--- config.mk ---
export PLATFORM = sky130hd
export DESIGN_NAME = tiny16_io_ctrl_flat
export DESIGN_NICKNAME = d
export VERILOG_FILES = /design/src/rtl/tiny16_io_pkg.sv /design/src/rtl/tiny16_io_ctrl_if.sv /design/src/rtl/tiny16_irq_ctrl.sv /design/src/rtl/tiny16_io_ctrl.sv /design/src/flat_wrapper.sv
export SDC_FILE = /design/constraint.sdc
export NUM_CORES = 1
export LEC_CHECK = 0
export BUFFER_PORTS_ARGS = -buffer_cell sky130_fd_sc_hd__buf_4
export CELL_PAD_IN_SITES_DETAIL_PLACEMENT = 1
export CELL_PAD_IN_SITES_GLOBAL_PLACEMENT = 2
export CORE_MARGIN = 5
export CORE_UTILIZATION = 27
export DETAILED_ROUTE_END_ITERATION = 16
export HOLD_SLACK_MARGIN = 0.15
export PLACE_DENSITY = 0.81
export SKIP_LAST_GASP = 1
export SLEW_MARGIN = 20
export SYNTH_ARGS = -nofsm -noshare
export SYNTH_HDL_FRONTEND = slang
export SYNTH_SLANG_ARGS = --single-unit
--- constraint.sdc ---
create_clock -name clk -period 2.5 [get_ports clk]
set_clock_uncertainty 0.1 [all_clocks]
set_input_delay 0.125 -clock clk [delete_from_list [all_inputs] [get_ports clk]]
set_output_delay 0.125 -clock clk [all_outputs]
set_load 0.05 [all_outputs]
--- src/rtl/tiny16_io_pkg.sv ---
// tiny16_io_pkg
//   Shared definitions for the tiny16 IO bus controller:
//   - state_e      : controller FSM states (IDLE, BUSY, DONE)
//   - WIN_*        : address windows decoded from cpu_address[7:6]
//   - REG_*        : internal register offsets, cpu_address[1:0] in window 3
//   - ERR_DATA_DEFAULT : read data returned by a timed-out read
//   - lowest_set() : index of the lowest set bit (bit 0 has highest priority)
package tiny16_io_pkg;

   typedef enum logic [1:0] {
      IDLE = 2'd0,
      BUSY = 2'd1,
      DONE = 2'd2
   } state_e;

   localparam logic [1:0] WIN_P0  = 2'd0;
   localparam logic [1:0] WIN_P1  = 2'd1;
   localparam logic [1:0] WIN_P2  = 2'd2;
   localparam logic [1:0] WIN_INT = 2'd3;

   localparam logic [1:0] REG_PENDING = 2'd0;
   localparam logic [1:0] REG_MASK    = 2'd1;
   localparam logic [1:0] REG_STATUS  = 2'd2;
   localparam logic [1:0] REG_VECTOR  = 2'd3;

   localparam logic [15:0] ERR_DATA_DEFAULT = 16'hDEAD;

   // Scans from the top so the last hit (the lowest index) wins.
   function automatic logic [3:0] lowest_set(input logic [15:0] v);
      logic [3:0] r;
      r = 4'd0;
      for (int i = 15; i >= 0; i--) begin
         if (v[i]) r = 4'(i);
      end
      return r;
   endfunction

endpackage

--- src/rtl/tiny16_io_ctrl_if.sv ---
// tiny16_io_ctrl_if
//   Core-side IO port of the tiny16 IO bus controller.
//   Signals:
//     cpu_address[7:0], cpu_data_out[15:0], cpu_mem_valid, cpu_nwr,
//     cpu_in_interrupt                  : driven by the core (master)
//     cpu_data_in[15:0], cpu_mem_ready,
//     cpu_interrupt                     : driven by the controller (slave)
//   Handshake: the core raises cpu_mem_valid with address, data and nwr
//   (0 = write, 1 = read) stable; the controller samples it only while
//   idle and latches the request on that edge. Completion is signalled by
//   a single-cycle cpu_mem_ready pulse, with cpu_data_in valid in that same
//   cycle. Once accepted, a transaction always completes, whatever the core
//   does with cpu_mem_valid afterwards.
interface tiny16_io_ctrl_if;

   logic [7:0]  cpu_address;
   logic [15:0] cpu_data_out;
   logic [15:0] cpu_data_in;
   logic        cpu_mem_valid;
   logic        cpu_nwr;
   logic        cpu_mem_ready;
   logic        cpu_interrupt;
   logic        cpu_in_interrupt;

   modport master (
      output cpu_address, cpu_data_out, cpu_mem_valid, cpu_nwr, cpu_in_interrupt,
      input  cpu_data_in, cpu_mem_ready, cpu_interrupt
   );

   modport slave (
      input  cpu_address, cpu_data_out, cpu_mem_valid, cpu_nwr, cpu_in_interrupt,
      output cpu_data_in, cpu_mem_ready, cpu_interrupt
   );

endinterface

--- src/rtl/tiny16_irq_ctrl.sv ---
// tiny16_irq_ctrl
//   Interrupt merger: rising-edge capture of irq into PENDING, MASK register,
//   lowest-index priority encoder (VECTOR) and the registered interrupt line.
//   Ports:
//     clk, reset        : clock, synchronous active-high reset
//     irq_i             : level interrupt sources, rising edges captured
//     in_interrupt_i    : core is servicing an interrupt (suppresses output)
//     wr_en_i, wr_addr_i, wr_data_i : register write port (PENDING is W1C)
//     rd_addr_i, rd_data_o          : register read bus (STATUS reads 0 here)
//     interrupt_o       : |(pending & mask) & !in_interrupt, one cycle late
module tiny16_irq_ctrl
   import tiny16_io_pkg::*;
#(
   parameter int IRQ_LINES = 8
) (
   input  logic                 clk,
   input  logic                 reset,
   input  logic [IRQ_LINES-1:0] irq_i,
   input  logic                 in_interrupt_i,
   input  logic                 wr_en_i,
   input  logic [1:0]           wr_addr_i,
   input  logic [IRQ_LINES-1:0] wr_data_i,
   input  logic [1:0]           rd_addr_i,
   output logic [15:0]          rd_data_o,
   output logic                 interrupt_o
);

   logic [IRQ_LINES-1:0] irq_hist_q;
   logic [IRQ_LINES-1:0] pending_q;
   logic [IRQ_LINES-1:0] pending_d;
   logic [IRQ_LINES-1:0] mask_q;
   logic [IRQ_LINES-1:0] irq_edge;
   logic [IRQ_LINES-1:0] pend_clr;
   logic [15:0]          pend16;
   logic [15:0]          mask16;
   logic [15:0]          active16;
   logic [15:0]          vector16;
   logic                 interrupt_q;

   assign irq_edge = irq_i & ~irq_hist_q;
   assign pend_clr = (wr_en_i && (wr_addr_i == REG_PENDING)) ? wr_data_i : '0;
   // Edge is OR-ed in after the clear, so a new edge beats a same-cycle W1C.
   assign pending_d = (pending_q & ~pend_clr) | irq_edge;

   always_comb begin
      pend16 = '0;
      mask16 = '0;
      pend16[IRQ_LINES-1:0] = pending_q;
      mask16[IRQ_LINES-1:0] = mask_q;
   end

   assign active16 = pend16 & mask16;
   assign vector16 = {|active16, 11'd0, lowest_set(active16)};

   always_comb begin
      rd_data_o = '0;
      case (rd_addr_i)
         REG_PENDING: rd_data_o = pend16;
         REG_MASK:    rd_data_o = mask16;
         REG_VECTOR:  rd_data_o = vector16;
         default:     rd_data_o = '0;
      endcase
   end

   always_ff @(posedge clk) begin
      if (reset) begin
         // History starts at the live level: lines already high raise no edge.
         irq_hist_q  <= irq_i;
         pending_q   <= '0;
         mask_q      <= '0;
         interrupt_q <= 1'b0;
      end else begin
         irq_hist_q  <= irq_i;
         pending_q   <= pending_d;
         if (wr_en_i && (wr_addr_i == REG_MASK)) mask_q <= wr_data_i;
         interrupt_q <= (|active16) & ~in_interrupt_i;
      end
   end

   assign interrupt_o = interrupt_q;

endmodule

--- src/rtl/tiny16_io_ctrl.sv ---
// tiny16_io_ctrl
//   IO bus controller between the tiny16 core IO port and its peripherals.
//   cpu_address[7:6] selects peripheral 0..2 or the internal register window
//   (3), where cpu_address[1:0] picks PENDING / MASK / STATUS / VECTOR.
//   Optional feature macro: TINY16_IO_TIMEOUT_EN -- when defined, a BUSY
//   phase that sees no p_ready for TIMEOUT cycles is aborted: bus_error is
//   set, err_win records the window, and a read returns ERR_DATA.
//   Ports:
//     clk, reset     : clock, synchronous active-high reset
//     cpu            : core IO port (tiny16_io_ctrl_if.slave)
//     p_valid[2:0]   : one-hot peripheral select, held until its p_ready
//     p_nwr, p_address[5:0], p_wdata[15:0] : latched request to peripheral
//     p_rdata[47:0]  : {p2,p1,p0} read data
//     p_ready[2:0]   : per-peripheral completion
//     irq            : interrupt sources
//     dbg_state_o    : current FSM state
module tiny16_io_ctrl
   import tiny16_io_pkg::*;
#(
   parameter int          IRQ_LINES = 8,
   parameter int          TIMEOUT   = 15,
   parameter logic [15:0] ERR_DATA  = ERR_DATA_DEFAULT
) (
   input  logic                 clk,
   input  logic                 reset,
   tiny16_io_ctrl_if.slave      cpu,
   output logic [2:0]           p_valid,
   output logic                 p_nwr,
   output logic [5:0]           p_address,
   output logic [15:0]          p_wdata,
   input  logic [47:0]          p_rdata,
   input  logic [2:0]           p_ready,
   input  logic [IRQ_LINES-1:0] irq,
   output state_e               dbg_state_o
);

   state_e      state_q;
   logic [1:0]  win_q;
   logic        ready_q;
   logic [15:0] data_in_q;
   logic        bus_error_q;
   logic [1:0]  err_win_q;

   logic        req_int;
   logic        int_wr;
   logic [1:0]  reg_sel;
   logic        sel_ready;
   logic [15:0] sel_rdata;
   logic        expire;
   logic [15:0] irq_rdata;
   logic [15:0] int_rdata;
   logic        irq_out;

   assign reg_sel = cpu.cpu_address[1:0];
   assign req_int = (state_q == IDLE) && cpu.cpu_mem_valid &&
                    (cpu.cpu_address[7:6] == WIN_INT);
   assign int_wr  = req_int && !cpu.cpu_nwr;

   // Only the addressed peripheral's ready/data matter; the others are ignored.
   always_comb begin
      sel_ready = p_ready[0];
      sel_rdata = p_rdata[15:0];
      case (win_q)
         WIN_P1: begin
            sel_ready = p_ready[1];
            sel_rdata = p_rdata[31:16];
         end
         WIN_P2: begin
            sel_ready = p_ready[2];
            sel_rdata = p_rdata[47:32];
         end
         default: begin
            sel_ready = p_ready[0];
            sel_rdata = p_rdata[15:0];
         end
      endcase
   end

`ifdef TINY16_IO_TIMEOUT_EN
   logic [7:0] tmo_cnt_q;

   // Counts BUSY cycles from 0; expiry is the cycle in which it reads TIMEOUT.
   always_ff @(posedge clk) begin
      if (reset || (state_q != BUSY)) begin
         tmo_cnt_q <= '0;
      end else if (tmo_cnt_q != 8'(TIMEOUT)) begin
         tmo_cnt_q <= tmo_cnt_q + 8'd1;
      end
   end

   assign expire = (state_q == BUSY) && (tmo_cnt_q == 8'(TIMEOUT));
`else
   logic [7:0] timeout_unused;

   // Without the timeout BUSY waits forever; TIMEOUT is kept referenced only.
   assign timeout_unused = 8'(TIMEOUT);
   assign expire         = 1'b0;
`endif

   assign int_rdata = (reg_sel == REG_STATUS) ?
                      {6'd0, err_win_q, 7'd0, bus_error_q} : irq_rdata;

   tiny16_irq_ctrl #(
      .IRQ_LINES (IRQ_LINES)
   ) u_irq (
      .clk            (clk),
      .reset          (reset),
      .irq_i          (irq),
      .in_interrupt_i (cpu.cpu_in_interrupt),
      .wr_en_i        (int_wr),
      .wr_addr_i      (reg_sel),
      .wr_data_i      (cpu.cpu_data_out[IRQ_LINES-1:0]),
      .rd_addr_i      (reg_sel),
      .rd_data_o      (irq_rdata),
      .interrupt_o    (irq_out)
   );

   always_ff @(posedge clk) begin
      if (reset) begin
         state_q     <= IDLE;
         win_q       <= WIN_P0;
         ready_q     <= 1'b0;
         data_in_q   <= '0;
         bus_error_q <= 1'b0;
         err_win_q   <= '0;
         p_valid     <= '0;
         p_nwr       <= 1'b0;
         p_address   <= '0;
         p_wdata     <= '0;
      end else begin
         ready_q <= 1'b0;
         case (state_q)
            IDLE: begin
               if (cpu.cpu_mem_valid) begin
                  win_q     <= cpu.cpu_address[7:6];
                  p_nwr     <= cpu.cpu_nwr;
                  p_address <= cpu.cpu_address[5:0];
                  p_wdata   <= cpu.cpu_data_out;
                  if (req_int) begin
                     // Internal access completes on this edge; read data is
                     // captured now so it is valid alongside the ready pulse.
                     state_q <= DONE;
                     ready_q <= 1'b1;
                     if (cpu.cpu_nwr) data_in_q <= int_rdata;
                     if (int_wr && (reg_sel == REG_STATUS) && cpu.cpu_data_out[0])
                        bus_error_q <= 1'b0;
                  end else begin
                     state_q <= BUSY;
                     p_valid <= 3'b001 << cpu.cpu_address[7:6];
                  end
               end
            end
            BUSY: begin
               // A ready in the expiry cycle is checked first and wins.
               if (sel_ready) begin
                  if (p_nwr) data_in_q <= sel_rdata;
                  p_valid <= '0;
                  state_q <= DONE;
                  ready_q <= 1'b1;
               end else if (expire) begin
                  if (p_nwr) data_in_q <= ERR_DATA;
                  p_valid     <= '0;
                  bus_error_q <= 1'b1;
                  err_win_q   <= win_q;
                  state_q     <= DONE;
                  ready_q     <= 1'b1;
               end
            end
            DONE: begin
               state_q <= IDLE;
            end
            default: begin
               state_q <= IDLE;
            end
         endcase
      end
   end

   assign cpu.cpu_data_in   = data_in_q;
   assign cpu.cpu_mem_ready = ready_q;
   assign cpu.cpu_interrupt = irq_out;
   assign dbg_state_o       = state_q;

endmodule

--- src/flat_wrapper.sv ---
// flat-port wrapper written by rule: the top's interface ports become plain ports
module tiny16_io_ctrl_flat import tiny16_io_pkg::*;
#(
   parameter int          IRQ_LINES = 8,
   parameter int          TIMEOUT   = 15,
   parameter logic [15:0] ERR_DATA  = ERR_DATA_DEFAULT
)
  (clk, reset, p_valid, p_nwr, p_address, p_wdata, p_rdata, p_ready, irq, dbg_state_o, cpu_cpu_address, cpu_cpu_data_out, cpu_cpu_mem_valid, cpu_cpu_nwr, cpu_cpu_in_interrupt, cpu_cpu_data_in, cpu_cpu_mem_ready, cpu_cpu_interrupt);
  tiny16_io_ctrl_if cpu_i ();
  input  logic clk;
  input  logic reset;
  output logic [2:0] p_valid;
  output logic p_nwr;
  output logic [5:0] p_address;
  output logic [15:0] p_wdata;
  input  logic [47:0] p_rdata;
  input  logic [2:0] p_ready;
  input  logic [IRQ_LINES-1:0] irq;
  output state_e dbg_state_o;
  input wire logic [$bits(cpu_i.cpu_address)-1:0] cpu_cpu_address;
  input wire logic [$bits(cpu_i.cpu_data_out)-1:0] cpu_cpu_data_out;
  input wire logic [$bits(cpu_i.cpu_mem_valid)-1:0] cpu_cpu_mem_valid;
  input wire logic [$bits(cpu_i.cpu_nwr)-1:0] cpu_cpu_nwr;
  input wire logic [$bits(cpu_i.cpu_in_interrupt)-1:0] cpu_cpu_in_interrupt;
  output wire logic [$bits(cpu_i.cpu_data_in)-1:0] cpu_cpu_data_in;
  output wire logic [$bits(cpu_i.cpu_mem_ready)-1:0] cpu_cpu_mem_ready;
  output wire logic [$bits(cpu_i.cpu_interrupt)-1:0] cpu_cpu_interrupt;
  assign cpu_i.cpu_address = cpu_cpu_address;
  assign cpu_i.cpu_data_out = cpu_cpu_data_out;
  assign cpu_i.cpu_mem_valid = cpu_cpu_mem_valid;
  assign cpu_i.cpu_nwr = cpu_cpu_nwr;
  assign cpu_i.cpu_in_interrupt = cpu_cpu_in_interrupt;
  assign cpu_cpu_data_in = cpu_i.cpu_data_in;
  assign cpu_cpu_mem_ready = cpu_i.cpu_mem_ready;
  assign cpu_cpu_interrupt = cpu_i.cpu_interrupt;
  tiny16_io_ctrl #(.IRQ_LINES(IRQ_LINES), .TIMEOUT(TIMEOUT), .ERR_DATA(ERR_DATA)) u_core (.clk(clk), .reset(reset), .cpu(cpu_i), .p_valid(p_valid), .p_nwr(p_nwr), .p_address(p_address), .p_wdata(p_wdata), .p_rdata(p_rdata), .p_ready(p_ready), .irq(irq), .dbg_state_o(dbg_state_o));
endmodule
==> impl_table.tex <==
\begin{tabular}{lr}
\hline
Metric & Value \\
\hline
\multicolumn{2}{l}{\textbf{Clock network}} \\
\quad Post-cts gate resize count & 0 \\
\quad H-tree levels & 3 \\
\quad Clock buffer depth & 2 \\
\quad TritonCTS clock tree & built \\
\quad CTS buffer count & 9 \\
\quad Number of hold-repair buffers added at the cts stage & 42 \\
\quad Reg clk slew, reported paths & 0.06 ns \\
\quad Number of setup buffers added after CTS & 0 \\
\quad Clk sinks & 72 \\
\quad Clock tree root buffer cell & clkbuf\_16 \\
\quad Insertion delay of the later-clocked pin in the worst-skew pair & between 0.3 and 0.4 ns \\
\multicolumn{2}{l}{\textbf{Job}} \\
\quad Max-cap violations & 0 \\
\multicolumn{2}{l}{\textbf{Timing}} \\
\quad Final cycle utilization of the critical path & 88.0\% \\
\quad Actual slew at the worst max-slew pin & 0.713 ns \\
\quad Number of max-slew violations in the final report & 0 \\
\quad Final critical path time including I/O delays and setup & 2.20 ns \\
\quad Setup total negative slack & 0 ns \\
\quad Max\_slew headroom & 52.5\% \\
\quad Hold violation count in the final report & 0 \\
\quad F\_max & roughly 0.45 GHz \\
\quad Unrepaired setup endpoints after global routing & false \\
\quad Final setup violation count & 0 \\
\multicolumn{2}{l}{\textbf{Final layout}} \\
\quad Total inserted antenna cells & 0 \\
\quad Growth of design area from synthesis to finish & 56.8\% \\
\quad Area of combinational cells with multiple inputs & around 1600 um2 \\
\quad Design area & 5080 um2 \\
\quad Fin nets & 639 \\
\quad Layout filler cell count & about 1400 \\
\quad Fraction of layout cells with a size suffix above 1 & 30.5\% \\
\quad Register Area & between 1000 and 1500 um2 \\
\multicolumn{2}{l}{\textbf{Place}} \\
\quad Final weighted congestion in routability-driven placement & 0.812 \\
\quad Port buffer count & 133 \\
\quad Placed inst area & 4360 um2 \\
\quad Half-perimeter wire length after detailed placement & 8630 um \\
\multicolumn{2}{l}{\textbf{Worst setup path}} \\
\quad CP startpoint kind & register \\
\quad Critical-path maximum fanout & 17 \\
\quad Flop2flop setup slack & 0.30 ns \\
\quad CP Data Arrival Time & 2.35 ns \\
\quad Crit path largest cell delay & 0.46 ns \\
\quad Worst setup path end & u\_core.cpu.cpu\_data\_in[13]\$\_SDFFE\_PP0P\_ \\
\quad Req. time, crit path & 2.65 ns \\
\quad Kind of capture point of the worst setup path & register \\
\quad Setup Crit Path Kind & reg -> reg \\
\quad Worst Setup SP & u\_core.win\_q[0]\$\_SDFFE\_PP0P\_ \\
\quad FF-to-FF Start & u\_core.win\_q[0]\$\_SDFFE\_PP0P\_ \\
\quad Worst-case reg-to-reg path depth & 8 \\
\quad List of cells traversed by the critical path & inv\_1, ha\_1, buf\_4, nand2b\_1, and2\_4, a32o\_2, o2111ai\_1, a21oi\_1 \\
\quad Crit-path slowest cell & a32o\_2 \\
\quad Reg-to-reg endpoint & u\_core.cpu.cpu\_data\_in[13]\$\_SDFFE\_PP0P\_ \\
\multicolumn{2}{l}{\textbf{Power and ir drop}} \\
\quad Switching pwr & approximately 990 uW \\
\quad Clock network fraction of total power & roughly two fifths \\
\quad Comb pwr share & between 20\% and 30\% \\
\quad Sequential fraction of design power & 38.2\% \\
\quad Net Sw Frac & 30.2\% \\
\quad Static leakage power & 2.21 nW \\
\quad Pint & 2.29 mW \\
\quad Largest voltage drop on the vdd net & 0.000262 V \\
\quad Power per Cell Area & 645 nW/um2 \\
\multicolumn{2}{l}{\textbf{Status}} \\
\quad Status & finished clean \\
\multicolumn{2}{l}{\textbf{Global route}} \\
\quad Vias in the first global route & between 3000 and 4000 \\
\quad Number of antenna violations at the first check in global routing & 0 \\
\quad Largest net degree at the start of global routing & 65 \\
\quad Global-route congestion overflow total & 0 \\
\quad Total routing usage reported by global routing & 16.9\% \\
\quad Global-route wire length before repair & 19300 um \\
\multicolumn{2}{l}{\textbf{Floorplanning}} \\
\quad Core Rows & 40 \\
\quad Die height & 119 um \\
\quad IO Count & 134 \\
\quad Die W & 119 um \\
\quad Initial Util & a little over a quarter \\
\quad Floorplan die area & 14300 um2 \\
\quad Std-Cell Core Area & 11900 um2 \\
\multicolumn{2}{l}{\textbf{Synthesis}} \\
\quad Cell type with the highest aggregate area in the netlist & dfxtp\_1 \\
\quad Number of synthesized flops with an enable pin & 0 \\
\quad Library cells used by synthesis & 46 \\
\quad Synthesized area per cell & 8.54 um2 \\
\quad Net count of the mapped netlist & 469 \\
\quad Cells taking the most area after synthesis & dfxtp\_1 (45\%), nand2\_1 (9.2\%), a21oi\_1 (6.6\%), mux2i\_1 (5.6\%), nor2\_1 (4.2\%) \\
\quad FFs w/ async S/R, synth & 0\% \\
\quad Seq cells post-synth & 72 \\
\quad Fraction of post-synthesis cell area in the top cell type by area & 44.5\% \\
\quad Sequential share of the synthesized area & between 40\% and 50\% \\
\quad Primary FF master, synth & dfxtp\_1 \\
\quad Count of synthesis-stage warnings from yosys & 0 \\
\quad Summed instance area of the synthesized netlist & 3240 um2 \\
\quad Cells after Synth & 379 \\
\multicolumn{2}{l}{\textbf{Route}} \\
\quad Routed vias & around 3400 \\
\quad DRT antenna net count & 0 \\
\quad Routed WL per cell & 17.2 um \\
\quad First DRT Iteration DRCs & 150 \\
\quad Detailed-routing iteration count for the pre-antenna-repair pass & 4 \\
\quad Routed vias/inst & 4.90 \\
\quad Final routed DRC violation total & 0 \\
\quad Final Routed Wirelength & 12000 um \\
\multicolumn{2}{l}{\textbf{Min path}} \\
\quad Hold WC Path Type & in -> reg \\
\hline
\end{tabular}
cell type report:
| cell class | instances | area share (%) |
|---|---|---|
| Tap cell | 147 | 3.62 |
| Sequential cell | 72 | 28.4 |
| Clock inverter | 7 | 1.40 |
| Clock buffer | 9 | 4.44 |
| Timing Repair Buffer | 186 | 29.6 |
| Inverter | 4 | 0.296 |
| Multi-Input combinational cell | 276 | 32.3 |
worst max-delay path, delay by kind of cell, from the launching register on:
kind | cells | cell delay, ns
buf+inv | 2 | 0.24
flops | 1 | 0.35
compound gates | 3 | 0.84
fa+ha+maj | 1 | 0.30
simple gates | 2 | 0.29
per-layer routing:
layer	global-route usage, %	routed length, um
met4	5.87	160
met1	19.7	5080
met5	0	0
met3	4.34	769
met2	30.0	6030
logic make-up after synthesis:
kind of cell	after synthesis	synth area share, %
adders and majority gates	2	0.773
DFF	72	44.5
buffers and inverters	31	4.87
muxes	18	5.57
AOI/OAI and AO/OA	103	22.8
and+or+nand+nor	153	21.5
how the worst min path moves through the flow:
| stage | from | end | slack (ns) | depth (start not counted) |
|---|---|---|---|---|
| CTS | p_rdata[6] | u_core.cpu.cpu_data_in[6]$_SDFFE_PP0P_ | 0.15 | 5 |
| detailed placement | irq[2] | u_core.u_irq.irq_hist_q[2]$_DFF_P_ | 0.14 | 1 |
| global route | p_rdata[3] | u_core.cpu.cpu_data_in[3]$_SDFFE_PP0P_ | 0.20 | 5 |
| finish | p_rdata[6] | u_core.cpu.cpu_data_in[6]$_SDFFE_PP0P_ | 0.15 | 5 |
| floorplan | irq[0] | u_core.u_irq.irq_hist_q[0]$_DFF_P_ | 0.05 | 0 |
| global placement | irq[2] | u_core.u_irq.irq_hist_q[2]$_DFF_P_ | 0.14 | 1 |
cell usage after synthesis (all sizes together) (2+ instances only):
cell type  count
nor3          10
a22oi         11
a21oi         44
and2b          2
nor2b          9
o2111ai        7
inv            3
a311oi         3
a221oi         3
a32o           2
nand3          6
dfxtp         72
a31oi          2
o21ai          8
nor2          37
mux2i         18
a22o           2
nor3b          2
nand2b         3
a221o          9
clkbuf        16
a211oi         7
buf           11
ha             2
and2           2
nand2         79
stage by stage:
stage / total power, mW / setup slack (ns) / hold slack (ns) / instances / utilization, %
final: 3.27 / 0.299 / 0.150 / 701 / 42.8
after global routing: 3.43 / 0.0948 / 0.199 / 701 / 42.8
after CTS: 3.32 / 0.280 / 0.150 / 701 / 42.8
after detailed placement: 1.96 / 0.289 / 0.138 / 643 / 36.8
after global placement: 1.95 / 0.402 / 0.136 / 643 / 36.8
after floorplan: 1.68 / 0.377 / 0.0527 / 379 / -
flip-flops by register name (all words and copies together) (netlist names):
signal and flops:
u_core.p_nwr 1, u_core.u_irq.pending_q 8, u_core.dbg_state_o 2, u_core.win_q 2, u_core.u_irq.mask_q 8, u_core.p_valid 3, u_core.cpu.cpu_data_in 16, u_core.cpu.cpu_mem_ready 1
u_core.u_irq.irq_hist_q 8, u_core.p_wdata 16, u_core.p_address 6, u_core.u_irq.interrupt_o 1
power groups by stage:
stage          sequential [mW]  clock, mW  combinational (mW)
4_1_cts                   1.25       1.33               0.739
5_1_grt                   1.26       1.38               0.793
2_1_floorplan             1.42          0               0.261
3_5_place_dp              1.28          0               0.683
6_report                  1.25       1.29               0.734
3_3_place_gp              1.27          0               0.673
cells in the final DEF, fill, tap and decap left out, drive strengths merged:
master and instances:
nor2b 9, nor3 10, a22oi 11, nor2 37, bufinv 1, o22ai 1, a21oi 44, and3 1
a22o 2, and2b 2, a31oi 2, inv 4, nor3b 2, o221ai 1, a221oi 3, buf 144
o211ai 1, nand2 79, a32oi 1, nand2b 3, a211oi 7, a311oi 3, nor4b 1, dfxtp 72
mux2i 18, clkbuf 9, clkinvlp 3, a32o 2, o2111ai 7, or3b 1, o32ai 1, and2 2
clkinv 3, o21ai 8, dlygate4sd3 42, nand3 6, a221o 9, ha 2
(Power assumes the default switching activity.)
